**config.mk**
```make
export PLATFORM = sky130hd
export DESIGN_NAME = expr_eval_seq
export DESIGN_NICKNAME = d
export VERILOG_FILES = /design/src/rtl/expr_eval_seq.sv
export SDC_FILE = /design/constraint.sdc
export NUM_CORES = 1
export LEC_CHECK = 0
export BUFFER_PORTS_ARGS = -buffer_cell sky130_fd_sc_hd__buf_4
export CAP_MARGIN = 20
export CORE_ASPECT_RATIO = 1.5
export CORE_UTILIZATION = 40
export CTS_CLUSTER_DIAMETER = 120
export DETAILED_ROUTE_END_ITERATION = 6
export GPL_TIMING_DRIVEN = 0
export PLACE_DENSITY_LB_ADDON = 0.15
export RECOVER_POWER = 50
export SLEW_MARGIN = 20
export SYNTH_ARGS = -nofsm -noshare
export SYNTH_HDL_FRONTEND = slang
export SYNTH_SLANG_ARGS = --single-unit
```
**constraint.sdc**
```tcl
create_clock -name clk -period 15.9 [get_ports clk]
set_input_delay 2.385 -clock clk [delete_from_list [all_inputs] [get_ports clk]]
set_output_delay 2.385 -clock clk [all_outputs]
set_load 0.01 [all_outputs]
```
**src/rtl/expr_eval_seq.sv**
```systemverilog
// expr_eval_seq: sequential reference evaluator for one Verilog binary
// operator per transaction, with IEEE 1364-2005 width and sign extension.
// A result that the language would make x is reported through y_undef,
// and y is then forced to all ones.
module expr_eval_seq #(
    parameter int WA       = 4,
    parameter int WB       = 4,
    parameter int WY       = 8,
    parameter bit A_SIGNED = 1'b1,
    parameter bit B_SIGNED = 1'b1
) (
    input  logic          clk,
    input  logic          rst,
    input  logic          in_valid,
    output logic          in_ready,
    input  logic [3:0]    op,
    input  logic [WA-1:0] a,
    input  logic [WB-1:0] b,
    output logic          out_valid,
    input  logic          out_ready,
    output logic [WY-1:0] y,
    output logic          y_undef
);

    // Context widths: full expression, comparison operands, shift/power base.
    localparam int W_AB  = (WA > WB) ? WA : WB;
    localparam int W     = (W_AB > WY) ? W_AB : WY;
    localparam int CW    = W_AB;
    localparam int SW    = (WA > WY) ? WA : WY;
    localparam bit SC    = A_SIGNED && B_SIGNED;
    localparam int CNT_W = $clog2(W + 1) + 1;

    localparam logic [1:0] S_IDLE = 2'd0;
    localparam logic [1:0] S_CALC = 2'd1;
    localparam logic [1:0] S_DONE = 2'd2;

    localparam logic [3:0] OP_ADD = 4'd0;
    localparam logic [3:0] OP_SUB = 4'd1;
    localparam logic [3:0] OP_MUL = 4'd2;
    localparam logic [3:0] OP_DIV = 4'd3;
    localparam logic [3:0] OP_MOD = 4'd4;
    localparam logic [3:0] OP_POW = 4'd5;
    localparam logic [3:0] OP_SHL = 4'd6;
    localparam logic [3:0] OP_SHR = 4'd7;
    localparam logic [3:0] OP_ASL = 4'd8;
    localparam logic [3:0] OP_ASR = 4'd9;
    localparam logic [3:0] OP_LT  = 4'd10;
    localparam logic [3:0] OP_LE  = 4'd11;
    localparam logic [3:0] OP_EQ  = 4'd12;
    localparam logic [3:0] OP_NE  = 4'd13;
    localparam logic [3:0] OP_AND = 4'd14;
    localparam logic [3:0] OP_XOR = 4'd15;

    logic [1:0]       state;
    logic [3:0]       op_q;
    logic [CNT_W-1:0] cnt;
    logic [WY-1:0]    y_q;
    logic             undef_q;

    // Divider state: quotient/dividend shift register, partial remainder.
    logic [W-1:0]     quo_q;
    logic [W-1:0]     rem_q;
    logic [W-1:0]     dvs_q;
    logic             q_neg_q;
    logic             r_neg_q;
    logic             div_zero_q;

    // Power state: base, running accumulator, exponent consumed MSB first.
    logic [SW-1:0]    pw_base_q;
    logic [SW-1:0]    pw_acc_q;
    logic [WB-1:0]    pw_exp_q;

    // Extended operand views.
    logic [W-1:0]         a_w;
    logic [W-1:0]         b_w;
    logic signed [CW-1:0] a_c;
    logic signed [CW-1:0] b_c;
    logic signed [SW-1:0] a_sh;
    logic [SW-1:0]        pw_base_in;

    logic                 a_neg;
    logic                 b_neg;
    logic [W-1:0]         a_abs;
    logic [W-1:0]         b_abs;

    logic                 lt;
    logic                 le;
    logic [WY-1:0]        imm_y;

    logic                 pw_neg_exp;
    logic [WY-1:0]        neg_y;
    logic                 neg_undef;

    logic [W:0]           rem_sh;
    logic [W:0]           diff;
    logic                 q_bit;
    logic [W-1:0]         quo_n;
    logic [W-1:0]         rem_n;
    logic [W-1:0]         q_fin;
    logic [W-1:0]         r_fin;

    logic [SW-1:0]        pw_sq;
    logic [SW-1:0]        pw_acc_n;

    logic [WY-1:0]        calc_y;
    logic                 calc_undef;

    // Operand extension: expression context is signed only when both are.
    always_comb begin
        if (SC) begin
            a_w        = W'($signed(a));
            b_w        = W'($signed(b));
            a_c        = CW'($signed(a));
            b_c        = CW'($signed(b));
            pw_base_in = SW'($signed(a));
        end else begin
            a_w        = W'(a);
            b_w        = W'(b);
            a_c        = CW'(a);
            b_c        = CW'(b);
            pw_base_in = SW'(a);
        end
        if (A_SIGNED) begin
            a_sh = SW'($signed(a));
        end else begin
            a_sh = SW'(a);
        end
    end

    // Magnitudes and signs feeding the unsigned restoring divider.
    always_comb begin
        a_neg = SC && a_w[W-1];
        b_neg = SC && b_w[W-1];
        a_abs = a_neg ? '0 - a_w : a_w;
        b_abs = b_neg ? '0 - b_w : b_w;
    end

    // Single-cycle results for every operator except divide, modulo, power.
    always_comb begin
        imm_y = '0;
        if (SC) begin
            lt = a_c < b_c;
            le = a_c <= b_c;
        end else begin
            lt = $unsigned(a_c) < $unsigned(b_c);
            le = $unsigned(a_c) <= $unsigned(b_c);
        end
        case (op)
            OP_ADD:         imm_y = WY'(a_w + b_w);
            OP_SUB:         imm_y = WY'(a_w - b_w);
            OP_MUL:         imm_y = WY'(a_w * b_w);
            OP_SHL, OP_ASL: imm_y = WY'($unsigned(a_sh) << b);
            OP_SHR:         imm_y = WY'($unsigned(a_sh) >> b);
            OP_ASR: begin
                if (A_SIGNED) begin
                    imm_y = WY'(a_sh >>> b);
                end else begin
                    imm_y = WY'($unsigned(a_sh) >> b);
                end
            end
            OP_LT:          imm_y = WY'(lt);
            OP_LE:          imm_y = WY'(le);
            OP_EQ:          imm_y = WY'(a_c == b_c);
            OP_NE:          imm_y = WY'(a_c != b_c);
            OP_AND:         imm_y = WY'(a_w & b_w);
            OP_XOR:         imm_y = WY'(a_w ^ b_w);
            default:        imm_y = '0;
        endcase
    end

    // Negative exponent: result depends only on the base, so it resolves at accept.
    always_comb begin
        pw_neg_exp = B_SIGNED && b[WB-1];
        neg_y      = '0;
        neg_undef  = 1'b0;
        if (pw_base_in == '0) begin
            neg_y     = '1;
            neg_undef = 1'b1;
        end else if (pw_base_in == SW'(1)) begin
            neg_y = WY'(1);
        end else if (SC && (pw_base_in == '1)) begin
            neg_y = b[0] ? '1 : WY'(1);
        end
    end

    // One restoring-divide step; the remainder fits W bits after each step.
    always_comb begin
        rem_sh = {rem_q, quo_q[W-1]};
        diff   = rem_sh - {1'b0, dvs_q};
        q_bit  = ~diff[W];
        quo_n  = (quo_q << 1) | W'(q_bit);
        rem_n  = diff[W] ? rem_sh[W-1:0] : diff[W-1:0];
        q_fin  = q_neg_q ? '0 - quo_n : quo_n;
        r_fin  = r_neg_q ? '0 - rem_n : rem_n;
    end

    // One square-and-multiply step, modulo the base context width.
    always_comb begin
        pw_sq    = pw_acc_q * pw_acc_q;
        pw_acc_n = pw_exp_q[WB-1] ? pw_sq * pw_base_q : pw_sq;
    end

    // Result presented on the final CALC step.
    always_comb begin
        calc_y     = '0;
        calc_undef = 1'b0;
        if (op_q == OP_POW) begin
            calc_y = WY'(pw_acc_n);
        end else if (div_zero_q) begin
            calc_y     = '1;
            calc_undef = 1'b1;
        end else if (op_q == OP_DIV) begin
            calc_y = WY'(q_fin);
        end else begin
            calc_y = WY'(r_fin);
        end
    end

    // Transaction FSM: accept, iterate for divide/power, hold until consumed.
    always_ff @(posedge clk) begin
        if (rst) begin
            state      <= S_IDLE;
            op_q       <= '0;
            cnt        <= '0;
            y_q        <= '0;
            undef_q    <= 1'b0;
            quo_q      <= '0;
            rem_q      <= '0;
            dvs_q      <= '0;
            q_neg_q    <= 1'b0;
            r_neg_q    <= 1'b0;
            div_zero_q <= 1'b0;
            pw_base_q  <= '0;
            pw_acc_q   <= '0;
            pw_exp_q   <= '0;
        end else begin
            case (state)
                S_IDLE: begin
                    if (in_valid) begin
                        op_q       <= op;
                        quo_q      <= a_abs;
                        rem_q      <= '0;
                        dvs_q      <= b_abs;
                        q_neg_q    <= a_neg ^ b_neg;
                        r_neg_q    <= a_neg;
                        div_zero_q <= (b == '0);
                        pw_base_q  <= pw_base_in;
                        pw_acc_q   <= SW'(1);
                        pw_exp_q   <= b;
                        if ((op == OP_DIV) || (op == OP_MOD)) begin
                            cnt   <= CNT_W'(W);
                            state <= S_CALC;
                        end else if ((op == OP_POW) && !pw_neg_exp) begin
                            cnt   <= CNT_W'(WB);
                            state <= S_CALC;
                        end else if (op == OP_POW) begin
                            y_q     <= neg_y;
                            undef_q <= neg_undef;
                            state   <= S_DONE;
                        end else begin
                            y_q     <= imm_y;
                            undef_q <= 1'b0;
                            state   <= S_DONE;
                        end
                    end
                end
                S_CALC: begin
                    cnt <= cnt - CNT_W'(1);
                    if (op_q == OP_POW) begin
                        pw_acc_q <= pw_acc_n;
                        pw_exp_q <= pw_exp_q << 1;
                    end else begin
                        quo_q <= quo_n;
                        rem_q <= rem_n;
                    end
                    if (cnt == CNT_W'(1)) begin
                        y_q     <= calc_y;
                        undef_q <= calc_undef;
                        state   <= S_DONE;
                    end
                end
                S_DONE: begin
                    if (out_ready) begin
                        state <= S_IDLE;
                    end
                end
                default: state <= S_IDLE;
            endcase
        end
    end

    assign in_ready  = (state == S_IDLE);
    assign out_valid = (state == S_DONE);
    assign y         = y_q;
    assign y_undef   = undef_q;

endmodule

```
==> results of run 1 <==
## worst max-delay path by stage
stage,cells after the start,from,end,slack (ps)
floorplan,18,b[2],y[7]$_SDFFE_PP0P_,9510
global placement,19,b[2],y[7]$_SDFFE_PP0P_,8840
detailed placement,19,b[2],y[7]$_SDFFE_PP0P_,8790
CTS,25,pw_acc_q[0]$_SDFFE_PP0P_,y[7]$_SDFFE_PP0P_,9000
global route,25,pw_acc_q[0]$_SDFFE_PP0P_,y[7]$_SDFFE_PP0P_,8610
finish,19,b[1],y[7]$_SDFFE_PP0P_,8990
## cell type report
type                       instances  area share [%]
sequential                        58            16.7
clock inverter                     2           0.504
tap                              199            3.58
buffer                            47            2.86
timing repair buffer              25            1.94
multi-input combinational        628            67.0
inverter                          65            3.51
clock buffer                      13            3.88
## state kept, by name, summed over array words and instances, names as in the netlist
name,count
div_zero_q,1
pw_exp_q,4
pw_acc_q,7
r_neg_q,1
y,8
state,2
cnt,5
y_undef,1
pw_base_q,3
op_q,4
dvs_q,5
quo_q,8
q_neg_q,1
rem_q,8
## layer usage
layer  vias up  share of wire [%]  global-route usage [%]
li1       2865                  -                       -
met1      2895                 38                    25.7
met2       182                 53                    47.1
met3        67                3.4                    2.68
met4         0                5.5                    14.6
met5         -                  0                       0
## stage by stage
| stage | hold WS (ps) | setup WS, ps | utilization [%] | cell area, µm² | std cells |
|---|---|---|---|---|---|
| floorplan | 432 | 9510 | - | 6270 | 798 |
| global placement | 443 | 8840 | 44.1 | 6700 | 1022 |
| detailed placement | 450 | 8790 | 44.1 | 6700 | 1022 |
| CTS | 463 | 9000 | 46.1 | 7010 | 1037 |
| global route | 479 | 8610 | 45.7 | 6960 | 1037 |
| finish | 463 | 8990 | 45.7 | 6960 | 1037 |
## cell usage after synthesis, types with 4 or more instances
master,number,area [µm²]
a221oi_1,5,43.8
fa_1,28,561
a21o_1,9,67.6
mux2i_1,13,130
nand2b_1,14,87.6
a21boi_0,4,30.0
xor2_1,11,96.3
nor2_1,81,304
nor3_1,15,75.1
dfxtp_1,58,1160
clkbuf_1,38,143
a31oi_1,12,75.1
nor2b_1,6,37.5
a211oi_1,16,120
a21oi_1,62,310
or3_1,5,31.3
xnor2_1,26,228
ha_1,59,738
nand3b_1,7,52.6
nand3_1,15,75.1
a22oi_1,10,75.1
inv_1,64,240
o211ai_1,7,52.6
o21a_1,4,30.0
and2_1,23,144
o21ai_0,31,155
nand2_1,80,300
nor4_1,5,31.3
a311oi_1,8,70.1
## worst max-delay path: stages
cell and delay (ps):
clkbuf_1 150, clkbuf_1 340, clkbuf_1 480, nand2_1 150, fa_1 540, fa_1 450
fa_1 510, inv_1 40, ha_1 210, inv_1 70, fa_1 210, inv_1 60
a21o_1 150, a21oi_1 200, xnor3_1 350, o211a_1 260, o41ai_1 350, nor2_1 90
a21oi_1 140
## layout by cell type, fill, tap and decap left out, types with 12 or more instances in the layout
master    instances
nor2_1           81
nand2_1          80
inv_1            64
a21oi_1          62
ha_1             59
dfxtp_1          58
clkbuf_1         53
o21ai_0          31
fa_1             28
xnor2_1          26
and2_1           22
a211oi_1         16
nand3_1          15
nor3_1           15
nand2b_1         14
mux2i_1          13
a31oi_1          12
## power by group
| group | internal, µW | switching [µW] | leakage (µW) |
|---|---|---|---|
| combinational | 67.4 | 106 | 0.00230 |
| clock | 133 | 65.9 | 0.000152 |
| sequential | 153 | 7.19 | 0.000473 |
## logic make-up after synthesis
logic type / Yosys count / synth area share (%)
buffers and inverters: 112 / 7.07
xor gates and xnor gates: 40 / 6.25
and+or+nand+nor: 272 / 20.8
muxes: 20 / 3.78
AOI/OAI and AO/OA: 207 / 22.7
adders and majority gates: 87 / 20.7
DFF: 58 / 18.5
other: 1 / 0.0599
==> results.yml, run 1 <==
sta:
  fin_skew_ps: 5.29
  post-route-min-period_ps: 6910
  setup_viol: 0
  worstMarginPinSlew_ps: 848
  fin_crit_sh_pct: 43.5
  rsz0062_at_grt: "no"
  timing.fmax_mhz: 145
  finalHoldViolCount: 0
  slew_violations: 0
  relSlewSlack_pct: 43.1
  tns_ps: 0
drt:
  drt_wl_total_um: 19200
  wire_per_inst_um: 18.6
  avgViaCountPerCell: 5.79
  drtIter0Drc: 328
  num_vias: 6009
  first_pass_iters: 6
  drc: 0
  ant_nets: 0
power_and_ir_drop:
  powerDensity_mw_per_mm2: 76.5
  leakage_uw: 0.00292
  finalPower_uw: 532
  vdd_drop_max_uv: 44.9
global_routing:
  grt_antenna_before_repair: 0
  grt_use_total_pct: 24.6
  grt_pass1_wl_um: 31300
  grt_pass1_vias: 6024
  gr-total-overflow: 0
  grt_start_max_net_pins: 12
worst_setup_path:
  r2r_start: "pw_acc_q[0]$_SDFFE_PP0P_"
  worstPathArrival_ps: 7170
  path_max_fanout: 10
  required_ps: 16160
  r2r-end: "y[7]$_SDFFE_PP0P_"
  end_kind: "register"
  worstRegToRegCells: 25
  startpoint_type: "input port"
  critPathKind: "input port to register"
  rrSetupSlack_ps: 9030
synthesis:
  ys.flop_type: "dfxtp_1"
  synth_cell_type_count: 77
  synth_edf_count: 0
  synth-warning-count: 0
  synthesis.instances: 797
  synth.avg_cell_area_um2: 7.86
  seq_area_frac_synth_pct: 18.5
  synth_seq_cells: 58
  syn_area_mm2: 0.00626
  async_flop_share_pct: 0
layout:
  drive_gt1_share_pct: 6.09
  fin_nets: 937
  syn_to_final_growth_pct: 11.1
  n_antenna_cell: 0
  fillCellCount: 1560
  regArea_mm2: 0.00116
  multiInputGateArea_mm2: 0.00466
clock_network:
  clk_pin_slew_worst_paths_ps: 50
  clk_latency_ps: 330
  clock_sinks: 58
  cts_setup_buffers: 0
  cts.repair.resized: 0
  tritoncts: "built"
  holdBufCountCts: 0
  clock-root-buffer: "clkbuf_16"
  cts_buffers: 9
  htreeDepth: 3
  clock_path_buffers: 2
floorplanning:
  die_h_um: 155
  io-pin-count: 27
  die-area_mm2: 0.0162
  rows: 55
  start_util_pct: 41.2
  chipWidth_um: 104
  core_mm2: 0.0152
flow_run:
  cap_violations: 0
place:
  place_congestion: 0.940
  dpl.hpwl_um: 15400
  io_buffers: 25
min_path:
  holdPathStages: 2
  hold_start: "y[2]$_SDFFE_PP0P_"
  holdPathEnd: "y[2]$_SDFFE_PP0P_"
  min_path_type: "register to register"
run_status:
  status: "finished clean"
No activity file was read; power rests on OpenSTA's default activity.
==> run 2: changes to the inputs <==
clock period = 7.1 ns   (was 15.9 ns; I/O delays follow)
==> run 2 against run 1 <==
  * Worst hold slack got worse by 0.68 ps
  * First-iteration DRC count rose by 6.7%
  * Core utilization barely moved
  * Worst setup slack got worse by 8600 ps
  * Sequential share of layout area barely moved
  * Final cell count barely moved
  * Clock-buffer cell count did not move
  * Sequential power rose by 120%
  * Critical endpoint unchanged
  * Highest routed layer unchanged
==> results.yml, run 2 (same netlist as run 1, synthesis figures left out) <==
layout:
  drive_gt1_share_pct: 6.33
  final_common_cell: "nor2_1"
  fillCellCount: 1559
  final_cell_mix: "nor2_1 (81), nand2_1 (80), inv_1 (64)"
  n_antenna_cell: 0
  syn_to_final_growth_pct: 11.2
  fin_nets: 936
clock_network:
  tritoncts: "built"
  cts_setup_buffers: 0
  clock-root-buffer: "clkbuf_16"
  htreeDepth: 3
  clock_path_buffers: 2
  cts_buffers: 9
  clock_sinks: 58
  clk_latency_ps: 330
  clk_pin_slew_worst_paths_ps: 50
floorplanning:
  core_mm2: 0.0152
  io-pin-count: 27
  die_h_um: 155
  chipWidth_um: 104
  rows: 55
  die-area_mm2: 0.0162
  start_util_pct: 41.2
sta:
  hold_slack_ps: 462
  setup_viol: 0
  tns_ps: 0
  slew_violations: 0
  worstMarginPinSlew_ps: 842
  rsz0062_at_grt: "no"
  setup_ws_ps: 439
  timing.fmax_mhz: 150
  fin_crit_sh_pct: 93.8
  post-route-min-period_ps: 6660
  finalHoldViolCount: 0
  relSlewSlack_pct: 43.5
  fin_skew_ps: 5.74
worst_setup_path:
  crit_slowest_cell: "fa_1"
  critPathMostFrequentCell: "ha_1"
  critPathKind: "register to register"
  crit_chain: "and2_1, xor2_1, ha_1, a21o_1, fa_1, ha_1, inv_1, fa_1, inv_1, ha_1, xor2_2, nand2_1, fa_1, fa_1, inv_1, ha_1, ha_1, a21oi_1, xnor3_1, o21ai_0, a221oi_1, a311o_1, a31oi_1, a21oi_1"
  max_stage_delay_ps: 550
  end_kind: "register"
  worstPathArrival_ps: 6870
  crit_start: "pw_acc_q[0]$_SDFFE_PP0P_"
  path_max_fanout: 12
  r2r_start: "pw_acc_q[0]$_SDFFE_PP0P_"
  required_ps: 7310
  startpoint_type: "register"
drt:
  wire_per_inst_um: 18.6
  avgViaCountPerCell: 5.81
  drc: 0
  drt_wl_total_um: 19300
  ant_nets: 0
  drtIter0Drc: 350
  first_pass_iters: 6
  num_vias: 6021
power_and_ir_drop:
  finalPower_uw: 1190
  leakage_uw: 0.00293
  powerDensity_mw_per_mm2: 171
  vdd_drop_max_uv: 101
place:
  place_congestion: 0.940
  io_buffers: 25
  dp_slack_ps: 199
  dpl.hpwl_um: 15400
global_routing:
  grt_use_total_pct: 24.6
  grt_pass1_wl_um: 31300
  grt_start_max_net_pins: 12
  grt_antenna_before_repair: 0
  grt_pass1_vias: 6024
  gr-total-overflow: 0
min_path:
  min_path_type: "register to register"
  hold_start: "y[2]$_SDFFE_PP0P_"
run_status:
  status: "finished clean"
flow_run:
  cap_violations: 0
==> run 2: per-stage QoR <==
stage               cells  utilization, %  area (µm²)
global placement     1022            44.1        6700
detailed placement   1022            44.1        6700
finish               1036            45.8        6960
floorplan             798               -        6270
CTS                  1037            46.1        7010
global route         1036            45.8        6960
==> run 2: critical path, delay by kind of cell (launching register included) <==
kind / cells / cell delay, ps
simple gates: 2 / 360
compound gates: 7 / 1210
fa+ha+maj: 9 / 3410
xor+xnor: 3 / 860
buf+inv: 3 / 130
flops: 1 / 540
==> run 2: worst paths after layout <==
path / to / slack [ps] / cells past startpoint
setup / recovery: y[7]$_SDFFE_PP0P_ / 440 / 24
setup reg to reg: y[7]$_SDFFE_PP0P_ / 440 / 24
hold / removal: y[2]$_SDFFE_PP0P_ / 460 / 2
hold reg to reg: y[2]$_SDFFE_PP0P_ / 460 / 2
==> run 2: what timing repair did <==
| item | 4_1_cts | 5_1_grt |
|---|---|---|
| setup endpoints to repair | 0 | 1 |
| gates resized for setup | 0 | 1 |
| hold buffers | 0 | 0 |
==> run 2: layer usage <==
metal | GRT usage (%) | routed length [µm] | vias up
li1 | - | - | 2869
met1 | 25.7 | 7320 | 2910
met2 | 47.1 | 10200 | 172
met3 | 2.68 | 644 | 70
met4 | 14.6 | 1060 | 0
met5 | 0 | 0 | -
==> run 2: power by group <==
part	total [µW]	leakage, µW	internal (µW)	switching (µW)
Clock	445	0.000152	297	148
Sequential	359	0.000473	342	17.2
Combinational	387	0.00230	151	236
==> run 2: area by class of cell <==
class | instances | area [µm²] | share of cell area (%)
buffer | 46 | 195 | 2.80
clock buffer | 13 | 270 | 3.88
clock inverter | 2 | 35.0 | 0.503
inverter | 65 | 244 | 3.50
multi-input combinational | 628 | 4670 | 67.1
sequential | 58 | 1160 | 16.7
tap | 199 | 249 | 3.58
timing repair buffer | 25 | 139 | 1.99
==> run 3: changes to the inputs <==
PLACE_DENSITY = 0.6   (was not set)
PLACE_DENSITY_LB_ADDON = not set   (was 0.15)
==> run 3 against run 2 <==
  * Maximum frequency grew 0.79%
  * Clock power shrank 9.2%
  * Cell area shrank 0.45%
==> results.yml, run 3 (same netlist as run 1, synthesis figures left out) <==
run_status:
  status: "finished clean"
global_routing:
  grt_start_max_net_pins: 12
  grt_pass1_vias: 5892
  grt_antenna_before_repair: 0
  grt_use_total_pct: 23.7
  gr-total-overflow: 0
  grt_pass1_wl_um: 30300
power_and_ir_drop:
  powerDensity_mw_per_mm2: 165
  vdd_drop_max_uv: 101
  leakage_uw: 0.00290
sta:
  tns_ps: 0
  finalHoldViolCount: 0
  worstMarginPinSlew_ps: 871
  setup_viol: 0
  relSlewSlack_pct: 41.6
  fin_crit_sh_pct: 93.1
  rsz0062_at_grt: "no"
  fin_skew_ps: 6.72
  timing.fmax_mhz: 151
  post-route-min-period_ps: 6610
  slew_violations: 0
drt:
  ant_nets: 0
  drtIter0Drc: 294
  avgViaCountPerCell: 5.62
  drc: 0
  drt_wl_total_um: 18500
  first_pass_iters: 7
  num_vias: 5838
  wire_per_inst_um: 17.8
layout:
  final_common_cell: "nor2_1"
  fin_nets: 937
  n_antenna_cell: 0
  final_cell_mix: "nor2_1 (81), nand2_1 (80), inv_1 (64)"
  fin_area_mm2: 0.00693
  drive_gt1_share_pct: 6.32
  syn_to_final_growth_pct: 10.7
min_path:
  hold_start: "op_q[3]$_SDFFE_PP0P_"
  min_path_type: "register to register"
clock_network:
  clock_path_buffers: 2
  clock-root-buffer: "clkbuf_16"
  cts.repair.resized: 0
  cts_setup_buffers: 0
  cts_buffers: 9
  clk_latency_ps: 330
  htreeDepth: 3
  clock_sinks: 58
  clk_pin_slew_worst_paths_ps: 60
  tritoncts: "built"
  holdBufCountCts: 0
worst_setup_path:
  path_max_fanout: 10
  required_ps: 7310
  critPathKind: "register to register"
  worstPathArrival_ps: 6820
  startpoint_type: "register"
  crit_start: "pw_acc_q[0]$_SDFFE_PP0P_"
  end_kind: "register"
  r2r_start: "pw_acc_q[0]$_SDFFE_PP0P_"
floorplanning:
  die_h_um: 155
  core_mm2: 0.0152
  chipWidth_um: 104
  die-area_mm2: 0.0162
  rows: 55
  start_util_pct: 41.2
  io-pin-count: 27
flow_run:
  cap_violations: 0
place:
  dpl.hpwl_um: 14800
  io_buffers: 25
  place_congestion: 0.914
  placed_cell_area_mm2: 0.00670
==> run 3: cell types whose count changed in the layout (fill, tap and decap cells not counted), sizes merged <==
cell	previous run	this run
buf	21	18
clkinvlp	0	5
bufinv	1	0
clkbuf	63	64
==> run 3: per-layer routing <==
metal | vias to the layer above | routed length, µm | part of all wire (%) | global-route usage, %
met1 | 2747 | 7590 | 41 | 26.7
met5 | - | 0 | 0 | 0
met2 | 160 | 9300 | 50 | 43.2
met3 | 64 | 517 | 2.8 | 1.68
li1 | 2867 | - | - | -
met4 | 0 | 1100 | 5.9 | 15.2
==> run 3: worst max-delay path, stage by stage (launching register included) <==
cell and delay, ps:
dfxtp_1 340, clkbuf_2 230, and2_1 220, xor2_1 90, ha_1 180, a21o_1 160
fa_1 440, ha_1 290, inv_1 50, fa_1 520, inv_1 40, ha_1 320
xor2_1 370, nand2_1 130, fa_1 470, fa_1 540, inv_1 40, ha_1 280
ha_1 320, a21oi_1 180, xnor3_1 470, nand3b_1 180, a311o_1 390, a31oi_1 180
a21oi_1 50
==> run 3: final timing paths <==
check	end	slack (ps)	cells past startpoint
worst max register to register	y[7]$_SDFFE_PP0P_	490	24
worst max-delay path	y[7]$_SDFFE_PP0P_	490	24
worst min-delay path	op_q[3]$_SDFFE_PP0P_	460	2
worst min register to register	op_q[3]$_SDFFE_PP0P_	460	2
==> run 3: final cells by class <==
type,count,area [µm²]
Clock buffer,10,239
Tap cell,199,249
Inverter,65,244
Multi-Input combinational cell,628,4660
Timing Repair Buffer,25,135
Fill cell,1600,8280
Clock inverter,6,42.5
Buffer,47,199
Sequential cell,58,1160
==> run 3: per-stage QoR <==
| step | util [%] | hold slack, ps | power, µW | cells | worst slack (ps) |
|---|---|---|---|---|---|
| 6_report | 45.6 | 456 | 1150 | 1038 | 491 |
| 3_3_place_gp | 44.1 | 445 | 746 | 1022 | 341 |
| 2_1_floorplan | - | 432 | 637 | 798 | 957 |
| 4_1_cts | 45.9 | 455 | 1150 | 1038 | 282 |
| 5_1_grt | 45.6 | 472 | 1210 | 1038 | 163 |
| 3_5_place_dp | 44.1 | 447 | 749 | 1022 | 296 |
==> run 3: where the power goes <==
group,internal [µW],switching (µW)
sequential,342,15.4
clock,244,160
combinational,151,234
